===== config.mk =====
export PLATFORM = sky130hd
export DESIGN_NAME = multi_cycle_ctr
export DESIGN_NICKNAME = d
export VERILOG_FILES = /design/src/rtl/multi_cycle_ctr_pkg.sv /design/src/rtl/multi_cycle_ctr_out_decode.sv /design/src/rtl/multi_cycle_ctr.sv
export SDC_FILE = /design/constraint.sdc
export NUM_CORES = 1
export LEC_CHECK = 0
export CORE_AREA = 2 2 39 41
export CTS_BUF_LIST = sky130_fd_sc_hd__clkbuf_16
export DETAILED_ROUTE_END_ITERATION = 8
export DIE_AREA = 0 0 41 43
export GPL_TIMING_DRIVEN = 0
export PLACE_DENSITY = 0.76
export RECOVER_POWER = 50
export SYNTH_ARGS = -nofsm -noshare
export SYNTH_HDL_FRONTEND = slang
export SYNTH_SLANG_ARGS = --single-unit

===== constraint.sdc =====
create_clock -name clk -period 1.9 [get_ports clk]
set_input_delay 0.38 -clock clk [delete_from_list [all_inputs] [get_ports clk]]
set_output_delay 0.38 -clock clk [all_outputs]
set_load 0.02 [all_outputs]

===== src/rtl/multi_cycle_ctr_pkg.sv =====
`default_nettype none
// +----------------------------------------------------------------------+
// | multi_cycle_ctr_pkg : shared state, opcode and datapath-select codes |
// | Revision: 1.0                                                        |
// +----------------------------------------------------------------------+
package multi_cycle_ctr_pkg;

  typedef enum logic [3:0] {
    S_FETCH     = 4'd0,
    S_DECODE    = 4'd1,
    S_MEM_ADDR  = 4'd2,
    S_MEM_READ  = 4'd3,
    S_MEM_WB    = 4'd4,
    S_MEM_WRITE = 4'd5,
    S_EXECUTE   = 4'd6,
    S_R_WB      = 4'd7,
    S_BRANCH    = 4'd8,
    S_JUMP      = 4'd9
  } state_t;

  localparam logic [5:0] OP_R   = 6'b000000;
  localparam logic [5:0] OP_LW  = 6'b100011;
  localparam logic [5:0] OP_SW  = 6'b101011;
  localparam logic [5:0] OP_BEQ = 6'b000100;
  localparam logic [5:0] OP_J   = 6'b000010;

  localparam logic [1:0] ALU_OP_ADD   = 2'b00;
  localparam logic [1:0] ALU_OP_SUB   = 2'b01;
  localparam logic [1:0] ALU_OP_FUNCT = 2'b10;

  localparam logic [1:0] SRCB_REG     = 2'b00;
  localparam logic [1:0] SRCB_FOUR    = 2'b01;
  localparam logic [1:0] SRCB_IMM     = 2'b10;
  localparam logic [1:0] SRCB_IMM_SH2 = 2'b11;

  localparam logic [1:0] PC_SRC_ALU    = 2'b00;
  localparam logic [1:0] PC_SRC_ALUOUT = 2'b01;
  localparam logic [1:0] PC_SRC_JUMP   = 2'b10;

endpackage
`default_nettype wire


===== src/rtl/multi_cycle_ctr_out_decode.sv =====
`default_nettype none
// +----------------------------------------------------------------------+
// | mc_out_decode : maps controller state (and memReady) to control lines|
// | Revision: 1.0                                                        |
// +----------------------------------------------------------------------+
module mc_out_decode
  import multi_cycle_ctr_pkg::*;
(
  input  logic [3:0] state,
  input  logic       memReady,
  output logic       pcWrite,
  output logic       pcWriteCond,
  output logic       iorD,
  output logic       memRead,
  output logic       memWrite,
  output logic       irWrite,
  output logic       memToReg,
  output logic       regWrite,
  output logic       regDst,
  output logic       aluSrcA,
  output logic [1:0] aluSrcB,
  output logic [1:0] aluOp,
  output logic [1:0] pcSource
);

  always_comb begin
    pcWrite     = 1'b0;
    pcWriteCond = 1'b0;
    iorD        = 1'b0;
    memRead     = 1'b0;
    memWrite    = 1'b0;
    irWrite     = 1'b0;
    memToReg    = 1'b0;
    regWrite    = 1'b0;
    regDst      = 1'b0;
    aluSrcA     = 1'b0;
    aluSrcB     = SRCB_REG;
    aluOp       = ALU_OP_ADD;
    pcSource    = PC_SRC_ALU;
    case (state)
      S_FETCH: begin
        // IR load and PC+4 only commit on the cycle memory delivers
        memRead = 1'b1;
        aluSrcB = SRCB_FOUR;
        irWrite = memReady;
        pcWrite = memReady;
      end
      S_DECODE: aluSrcB = SRCB_IMM_SH2;
      S_MEM_ADDR: begin
        aluSrcA = 1'b1;
        aluSrcB = SRCB_IMM;
      end
      S_MEM_READ: begin
        iorD    = 1'b1;
        memRead = 1'b1;
      end
      S_MEM_WB: begin
        memToReg = 1'b1;
        regWrite = 1'b1;
      end
      S_MEM_WRITE: begin
        iorD     = 1'b1;
        memWrite = 1'b1;
      end
      S_EXECUTE: begin
        aluSrcA = 1'b1;
        aluOp   = ALU_OP_FUNCT;
      end
      S_R_WB: begin
        regDst   = 1'b1;
        regWrite = 1'b1;
      end
      S_BRANCH: begin
        aluSrcA     = 1'b1;
        aluOp       = ALU_OP_SUB;
        pcWriteCond = 1'b1;
        pcSource    = PC_SRC_ALUOUT;
      end
      S_JUMP: begin
        pcWrite  = 1'b1;
        pcSource = PC_SRC_JUMP;
      end
      default: ;
    endcase
  end

endmodule
`default_nettype wire


===== src/rtl/multi_cycle_ctr.sv =====
`default_nettype none
// +----------------------------------------------------------------------+
// | multi_cycle_ctr : Moore control FSM for a multi-cycle MIPS datapath  |
// | Revision: 1.0                                                        |
// +----------------------------------------------------------------------+
module multi_cycle_ctr
  import multi_cycle_ctr_pkg::*;
(
  input  logic       clk,
  input  logic       reset,
  input  logic [5:0] opCode,
  input  logic       memReady,
  output logic       pcWrite,
  output logic       pcWriteCond,
  output logic       iorD,
  output logic       memRead,
  output logic       memWrite,
  output logic       irWrite,
  output logic       memToReg,
  output logic       regWrite,
  output logic       regDst,
  output logic       aluSrcA,
  output logic [1:0] aluSrcB,
  output logic [1:0] aluOp,
  output logic [1:0] pcSource,
  output logic [3:0] state
);

  state_t r_state;
  state_t w_nextState;

  logic w_pcWrite, w_pcWriteCond, w_memRead, w_memWrite, w_irWrite, w_regWrite;

  always_ff @(posedge clk) begin
    if (reset) r_state <= S_FETCH;
    else       r_state <= w_nextState;
  end

  always_comb begin
    w_nextState = S_FETCH;
    case (r_state)
      S_FETCH:     w_nextState = memReady ? S_DECODE : S_FETCH;
      S_DECODE: begin
        case (opCode)
          OP_LW, OP_SW: w_nextState = S_MEM_ADDR;
          OP_R:         w_nextState = S_EXECUTE;
          OP_BEQ:       w_nextState = S_BRANCH;
          OP_J:         w_nextState = S_JUMP;
          default:      w_nextState = S_FETCH;
        endcase
      end
      S_MEM_ADDR:  w_nextState = (opCode == OP_LW) ? S_MEM_READ : S_MEM_WRITE;
      S_MEM_READ:  w_nextState = memReady ? S_MEM_WB : S_MEM_READ;
      S_MEM_WB:    w_nextState = S_FETCH;
      S_MEM_WRITE: w_nextState = memReady ? S_FETCH : S_MEM_WRITE;
      S_EXECUTE:   w_nextState = S_R_WB;
      S_R_WB:      w_nextState = S_FETCH;
      S_BRANCH:    w_nextState = S_FETCH;
      S_JUMP:      w_nextState = S_FETCH;
      default:     w_nextState = S_FETCH;
    endcase
  end

  mc_out_decode u_outDecode (
    .state       (r_state),
    .memReady    (memReady),
    .pcWrite     (w_pcWrite),
    .pcWriteCond (w_pcWriteCond),
    .iorD        (iorD),
    .memRead     (w_memRead),
    .memWrite    (w_memWrite),
    .irWrite     (w_irWrite),
    .memToReg    (memToReg),
    .regWrite    (w_regWrite),
    .regDst      (regDst),
    .aluSrcA     (aluSrcA),
    .aluSrcB     (aluSrcB),
    .aluOp       (aluOp),
    .pcSource    (pcSource)
  );

  // Side-effecting strobes are masked for the whole reset cycle, not just after it
  assign pcWrite     = w_pcWrite     & ~reset;
  assign pcWriteCond = w_pcWriteCond & ~reset;
  assign memRead     = w_memRead     & ~reset;
  assign memWrite    = w_memWrite    & ~reset;
  assign irWrite     = w_irWrite     & ~reset;
  assign regWrite    = w_regWrite    & ~reset;

  assign state = r_state;

endmodule
`default_nettype wire


## Word-level counts from Yosys, hierarchy flattened

Cells that the tools add are included.

- Word-level logic and storage cells: 47
- Output and inout bits: 20
- Register bits: 4
- Bits of input ports: 9

- Reductions and logical operators: 7
- Mux-type cells: 19
- Equality and inequality tests: 13
- Bitwise gates (word level): 7

Operators with widths:

| kind | count |
|---|---|
| 4-bit case mux with 6 select lines | 1 |
| 4-bit by 3-bit == test with 1-bit output (second input constant) | 4 |
| 4-bit case mux with 4 select lines | 1 |
| 6-bit == test (second input constant) | 2 |
| 1-bit two-way mux | 10 |
| 3-bit two-way mux | 3 |
| 4-bit by 2-bit == test with 1-bit output (second input constant) | 2 |
| 4-bit == test (second input constant) | 2 |
| 2-bit case mux with 2 select lines | 2 |
| 2-bit OR reduction | 4 |
| 1-bit bitwise AND | 6 |
| 6-bit by 2-bit == test with 1-bit output (second input constant) | 1 |
| 6-bit by 3-bit == test with 1-bit output (second input constant) | 1 |
| 6-bit zero test | 1 |
| 2-bit case mux with 3 select lines | 1 |
| 4-bit by 1-bit == test with 1-bit output (second input constant) | 1 |
| 4-bit zero test | 1 |
| 3-bit OR reduction | 1 |
| 1-bit case mux with 2 select lines | 1 |
| 1-bit NOT | 1 |

## Logic depth before layout (Yosys ltp)

- Depth after elaboration: 4
- Mapped depth: 5
- Gate-level depth less buffers: 4

## Modules after synthesis

A second synthesis with hierarchy kept.

- Cells, all modules: 74
- Area, all modules: 568.0 um^2

By module, submodules not included:

| module | area an instance (um^2) | instances | seq. area each (um^2) | cells each |
|---|---|---|---|---|
| multi_cycle_ctr | 369.1 | 1 | 80.1 | 44 |
| mc_out_decode | 198.9 | 1 | 0.0 | 30 |

## Least setup slack after synthesis

No wires, ideal clock.

- Path kind: register -> output
- Start point: reg r_state[3] (netlist: state[3])
- End point: out pcWriteCond
- Required time: 1520 ps
- Cell stages (with the launch flop): 4
- Slack: 126 ps
- Path buffers: 1
- Arrival time: 1394 ps
- Cell sequence: dfxtp_1 -> buf_2 -> nand2b_1 -> nor4_1

- Cells in the longest elaborated chain, start to end: 3

RTL lines:

| element | line | RTL |
|---|---|---|
| start, declared | multi_cycle_ctr.sv:29 | `state_t r_state;` |
| start signal, assigned | multi_cycle_ctr.sv:36 | `else r_state <= w_nextState;` |
| 4-bit == test | multi_cycle_ctr_out_decode.sv:40 | `case (state)` |
| 1-bit two-way mux | multi_cycle_ctr_out_decode.sv:40 |  |
| 1-bit bitwise AND | multi_cycle_ctr.sv:84 | `assign pcWriteCond = w_pcWriteCond & ~reset;` |
| end, declared | multi_cycle_ctr.sv:14 | `output logic pcWriteCond,` |

Every way passes these cells.

## Worst setup path in the final report

- Start point: reg r_state[3] (netlist: state[3])
- End point: out memWrite

- Cells in the longest elaborated chain, start to end: 3

RTL lines:

| element | line | RTL |
|---|---|---|
| 4-bit by 3-bit == test with 1-bit output | multi_cycle_ctr_out_decode.sv:40 |  |
| 1-bit two-way mux | multi_cycle_ctr_out_decode.sv:40 |  |
| 1-bit bitwise AND | multi_cycle_ctr.sv:86 | `assign memWrite = w_memWrite & ~reset;` |
| end, declared | multi_cycle_ctr.sv:17 | `output logic memWrite,` |

Every way passes these cells.

==> impl_results.md <==
- Status: finished, final reports clean
- 1st-iter DRT viols: 9
- CP bufs+invs: 2
- Post-CTS Setup Bufs: 0
- Library cells used by synthesis: 28
- Clock latency on the worst-skew pair: 0.23 ns
- Max-slew violations: 0
- Switching Power: 106.5 uW
- RSZ-0062 raised after global routing: no
- Initial Utilization: 0.3273
- Synth-to-Final Area Change: 77.35%
- Switching portion of total power: 0.2138
- CTS sink count: 4
- Syn Area/Cell: 6.968 um2
- Drt pass-1 iters: 4
- Final Setup Violations: 0
- Post-synthesis instance area: 452.9 um2
- Largest register FFs: 4
- Critical path type: reg -> out
- Syn_nets: 74
- Routability Congestion: 0.7603
- Max-cap viol count: 0
- Largest net degree at the start of global routing: 11
- Comb power frac: 0.155
- Hold path depth: 3
- CP max-delay cell: clkdlybuf4s15_1
- Reg2Reg Depth: 5
- Slowest cell delay on critical path: 0.33 ns
- Antenna cells: 0
- Width of the die: 41 um
- Arr. time, crit path: 1.42 ns
- Delay-heaviest family, CP: buffers and inverters
- FILL cells: 128
- Final Worst Setup Slack: 0.1006 ns
- Stages on worst setup path: 4
- Final Instance Area: 803.3 um2
- Total Power: 498.3 uW
- DR DRC count: 0
- Crit Reg-Reg Endpoint: state[0]$_SDFF_PP0_
- Post-route minimum period: 1.799 ns
- Leak pwr: 0.3443 nW
- Antenna Violating Nets Remaining: 0
- Number of global-route vias before repair: 476
- DP Worst Slack: -0.4543 ns
- Peak VDD IR: 0.5484 mV
- Pint: 391.8 uW
- H-tree levels: 1
- Tot GR Track Use: 0.1707
- Min-delay src: state[2]$_SDFF_PP0_
- Avg WL per Cell: 11.76 um
- Hold Vio Cnt, Final: 0
- Synth Instances: 65
- Layout Cells excl Fill: 112
- Share of total power in the clock network: 0.666
- First-pass GRT wire length: 2035 um
- Synth warn: 0
- GRT overflow: 0
- Post-CTS Hold Fix Bufs: 0
- Final period utilization: 0.9471
- WP data required: 1.52 ns
- RR Startpoint: state[3]$_SDFF_PP0_
- Max Fclk: 555.7 MHz
- Via density per instance: 5.357
- Clk root buf: clkbuf_16
- Num ports: 29
- Cts bufs inserted: 3
- DIE AREA: 1763 um2
- CORE AREA: 1384 um2
- Util after Layout: 0.5805
- Height of the die: 43 um
- Post-DP HPWL: 1012 um
- Slew @ Worst Pin: 0.4050 ns
- Seq/Total Area, Yosys: 0.1768
- Pwr dens: 620.4 nW/um2
- Critical path peak fanout: 9
- Fin nets: 107
- End of the worst hold path: state[3]$_SDFF_PP0_
- Initial antenna violation count: 0
- Synthesis-stage register bit count: 4
- R2R setup slack: 0.52 ns
- Placed cells: 109
- Reg area: 81.33 um2
- Dpl cell area: 753.2 um2
- Clock Skews: 0.005086 ns
- Startpoint type of the worst setup path: flip-flop
- Buffers on Ports: 28
- Worst setup EP type: primary output
- Worst path cell trace: buf_4, nand2b_1, nor3_1, clkdlybuf4s15_1
- Area of the multi-input gates: 334.1 um2
- Fraction of layout cells with a size suffix above 1: 0.1458
- Post-Route WL: 1317 um
- Hold Crit Class: reg -> reg
- Worst slew margin relative to its limit: 0.7275
- Sequential share of power: 0.178
- CTS tree: built
- Clock slew at reported path FFs: 0.03 ns
- Clock Tree Buf Depth: 2
- Routed via count: 600
- Rows: 14
==> metal layers <==
metal,track usage,up-vias,part of all wire
met4,0.1000,0,0.016
met5,0,-,0
met3,0.05236,2,0.098
met1,0.1865,262,0.43
met2,0.2719,33,0.45
li1,-,303,-
==> worst reg2reg max path: cells and delay by family, from the launching register on <==
kind / cells / cell delay (ns)
buffers and inverters: 1 / 0.16
AO/OA/AOI/OAI: 1 / 0.16
flip-flops: 1 / 0.29
AND/OR/NAND/NOR: 3 / 0.70
==> logic make-up after synthesis <==
kind of cell           synth area share
XOR/XNOR                        0.05802
AND/OR/NAND/NOR                  0.5028
AO/OA/AOI/OAI                    0.1685
buffers and inverters           0.07182
multiplexers                    0.02210
flip-flops                       0.1768
==> timing repair <==
action                                 in CTS  in global routing
gates resized for setup                    26                  6
setup endpoints to repair                  16                  3
endpoints found under the hold margin       0                  0
==> worst max path at each step <==
stage / start / endpoint / slack, ns
floorplan: state[3]$_SDFF_PP0_ / pcWriteCond / 0.13
global placement: reset / pcWrite / -0.45
detailed placement: reset / pcWrite / -0.45
CTS: state[3]$_SDFF_PP0_ / pcWrite / 0.03
global route: state[3]$_SDFF_PP0_ / memWrite / 0.01
finish: state[3]$_SDFF_PP0_ / memWrite / 0.10
==> synth_stat cells <==
cell type | n | share of area
buf_6 | 1 | 0.025
nand3_1 | 2 | 0.022
inv_1 | 1 | 0.0083
and2_1 | 1 | 0.014
dfxtp_1 | 4 | 0.18
a31oi_1 | 1 | 0.014
o22ai_2 | 1 | 0.028
or4_4 | 1 | 0.025
nor4_1 | 4 | 0.055
a22oi_1 | 1 | 0.017
nor2_1 | 8 | 0.066
a21oi_1 | 2 | 0.022
buf_2 | 2 | 0.022
xnor2_1 | 3 | 0.058
buf_4 | 1 | 0.017
or2_1 | 1 | 0.014
mux2i_1 | 1 | 0.022
nor3b_2 | 1 | 0.028
nand3b_1 | 1 | 0.017
nor3_1 | 10 | 0.11
o311ai_1 | 1 | 0.019
and3_1 | 1 | 0.014
o21ai_0 | 2 | 0.022
nand2b_1 | 4 | 0.055
o32a_1 | 1 | 0.022
nor3b_1 | 2 | 0.033
nand2_1 | 6 | 0.050
a41o_2 | 1 | 0.025
==> cells in the final DEF, fill, tap and decap left out, types with 2 or more instances in the layout <==
master / Yosys / final
a21oi_1: 2 / 2
buf_4: 1 / 3
clkbuf_16: 0 / 3
clkbuf_2: 0 / 2
clkdlybuf4s15_1: 0 / 2
clkdlybuf4s50_1: 0 / 4
dfxtp_1: 4 / 3
dlygate4sd2_1: 0 / 13
dlygate4sd3_1: 0 / 6
nand2_1: 6 / 6
nand2b_1: 4 / 4
nand3_1: 2 / 2
nor2_1: 8 / 8
nor3_1: 10 / 9
nor3b_1: 2 / 3
nor4_1: 4 / 4
o21ai_0: 2 / 2
xnor2_1: 3 / 3
==> layout make-up <==
type,count,share of cell area
clock buffers,3,0.09346
multi-input cells,56,0.4159
flip-flops and latches,4,0.1012
inverters,1,0.004673
well taps,16,0.02492
plain buffers,4,0.04206
repair buffers,28,0.3178
==> power groups by stage <==
| stage | combinational (mW) | clock, mW | sequential [mW] |
|---|---|---|---|
| finish | 0.0774 | 0.332 | 0.0889 |
| global route | 0.0847 | 0.341 | 0.0892 |
| CTS | 0.0810 | 0.335 | 0.0893 |
| detailed placement | 0.0849 | 0 | 0.0899 |
| global placement | 0.0836 | 0 | 0.0899 |
| floorplan | 0.0380 | 0 | 0.0916 |
==> stage by stage <==
step                      hold slack, ns  setup TNS [ns]
after floorplan                   0.5319               0
after global placement            0.6638          -1.874
after detailed placement          0.6604          -1.907
after CTS                         0.6866               0
after global routing              0.7313               0
final                             0.6808               0
No activity file was read; power rests on OpenSTA's default activity.
==> patch: new RTL, config.mk and constraints unchanged <==
Reset style: asynchronous (`reset`), changed in one clocked block.
--- a/src/rtl/multi_cycle_ctr.sv
+++ b/src/rtl/multi_cycle_ctr.sv
@@ -33,3 +33,3 @@
 
-  always_ff @(posedge clk) begin
+  always_ff @(posedge clk or posedge reset) begin
     if (reset) r_state <= S_FETCH;
Function: differs if reset is asserted again (counterexample within 4 cycles, from zero or initial values and one cycle with reset high); with reset held inactive, the same outputs for 10 cycles.
==> patch against the original RTL <==
  * Non-clock buffer count increased by 5
  * First-iteration DRC count up 140%
  * Count of clock-buffer cells in the layout is the same
  * Setup slack lost 0.062 ns
  * Final area up 14%
  * Critical path type unchanged
  * Routed wire length rose by 38%
  * Sequential share of layout area grew 1.1 points
  * Sequential cell count stayed put
  * Worst hold slack got worse by 0.36 ns
  * Largest cell class unchanged
  * Synthesized area increased by 15%
  * Register-to-register slack worse by 0.12 ns
Power is not compared: it rests on default switching activity, and its combinational part moved more than twofold at a synthesized area within 25%.
==> patch: results (changes against the original RTL) <==
Run status
  – Status: finished clean (unchanged)

Routing
  – Met3 wire length: 83 µm (was 129 µm)
  – Met2 WL: 961 µm (was 593 µm)
  – WL per Instance: 15.67 µm (was 11.76 µm)
  – Wire length on met1: 753 µm (was 572 µm)

Timing
  – Fmax achieved: 537.3 MHz (was 555.7 MHz)
  – Setup Skew: 0.0008868 ns (was 0.005086 ns)
  – Relative slew margins: 0.6577 (was 0.7275)

Logic synthesis
  – Post-synth top cells: nor3_1 (11), nor2_1 (5) (was nor3_1 (10), nor2_1 (8), nand2_1 (6))
  – Post-synth ARST share: 1.000 (was 0)
  – Syn Nets: 76 (was 74)
  – Netlist cell types: 30 (was 28)
  – Synth area leaders: dfrtp_1 (19%), nor3_1 (11%), nor3b_1 (5.8%) (was dfxtp_1 (18%), nor3_1 (11%), nor2_1 (6.6%))
  – Sequential share of the synthesized area: 0.1928 (was 0.1768)
  – Syn Area/Cell: 7.750 µm² (was 6.968 µm²)
  – Primary FF master, synth: dfrtp_1 (was dfxtp_1)

Hold path
  – Hold Crit Class: input pin to asynchronous set/reset pin (was register to register)

Finish
  – Share of post-route cells with drive strength above 1: 0.4100 (was 0.1458)
  – FILL cells: 135 (was 128)
  – Layout Nets: 111 (was 107)

Setup path
  – Setup crit end: irWrite (was memWrite)
  – Worst R2R Start: state[1] (was state[3])
  – Reg-to-Reg End: state[1] (was state[0])
  – Worst R2R Setup Slack: 0.40 ns (was 0.52 ns)
  – WP data arrival: 1.48 ns (was 1.42 ns)
  – Worst-path maximum fanout: 9 (unchanged)

Place
  – Dpl ws: -0.5606 ns (was -0.4543 ns)
  – Gpl congestion: 0.7643 (was 0.7603)
  – Detail Placement HPWL: 1.137 mm (was 1.012 mm)

Global route
  – Met1 Usage GRT: 0.2548 (was 0.1865)
  – First-pass GRT wire length: 2.691 mm (was 2.035 mm)
  – Vias in the first global route: 615 (was 476)
  – Total Routing Usage GR: 0.2162 (was 0.1707)
## patch: how the worst min path moves through the flow
stage	endpoint	slack [ns]	cells past startpoint
after floorplan	state[0]	0.15	1
after global placement	state[3]	0.69	4
after detailed placement	state[3]	0.73	4
after CTS	state[0]	0.31	2
after global routing	state[0]	0.33	2
final	state[0]	0.32	2
## patch: worst max-delay path, cell delays in order, from the launching register on
cell     delay [ns]
dfrtp_1        0.37
buf_4          0.17
or3_4          0.40
nor4_4         0.15
buf_4          0.18
## patch: power groups by stage
stage | clock network [W] | registers, W | logic (W)
after floorplan | 0 | 0.000101 | 0.0000953
after global placement | 0 | 0.0000963 | 0.000169
after detailed placement | 0 | 0.0000966 | 0.000170
after global routing | 0.000336 | 0.0000969 | 0.000184
final | 0.000327 | 0.0000961 | 0.000172
after CTS | 0.000330 | 0.0000964 | 0.000166
## patch: layout make-up
cell class	count	area (µm²)	area share
plain buffers	7	60.06	0.06584
clock buffers	3	75.07	0.08230
inverters	2	7.507	0.008230
multi-input cells	54	424.2	0.4650
flip-flops and latches	4	102.6	0.1125
well taps	16	20.02	0.02195
repair buffers	30	222.7	0.2442
## patch: cell families after synthesis
kind of cell | Yosys count | share of synthesized area
xor+xnor | 3 | 0.05061
flops | 4 | 0.1928
mux | 2 | 0.03856
compound gates | 11 | 0.1662
simple gates | 38 | 0.4434
buf+inv | 9 | 0.1084
## patch: stage by stage
step | area, µm² | util | hold slack [ns]
finish | 912.1 | 0.6591 | 0.3166
global route | 912.1 | 0.6591 | 0.3291
CTS | 864.6 | 0.6248 | 0.3063
detailed placement | 838.3 | 0.6058 | 0.7269
global placement | 838.3 | 0.6058 | 0.6852
floorplan | 538.0 | - | 0.1461
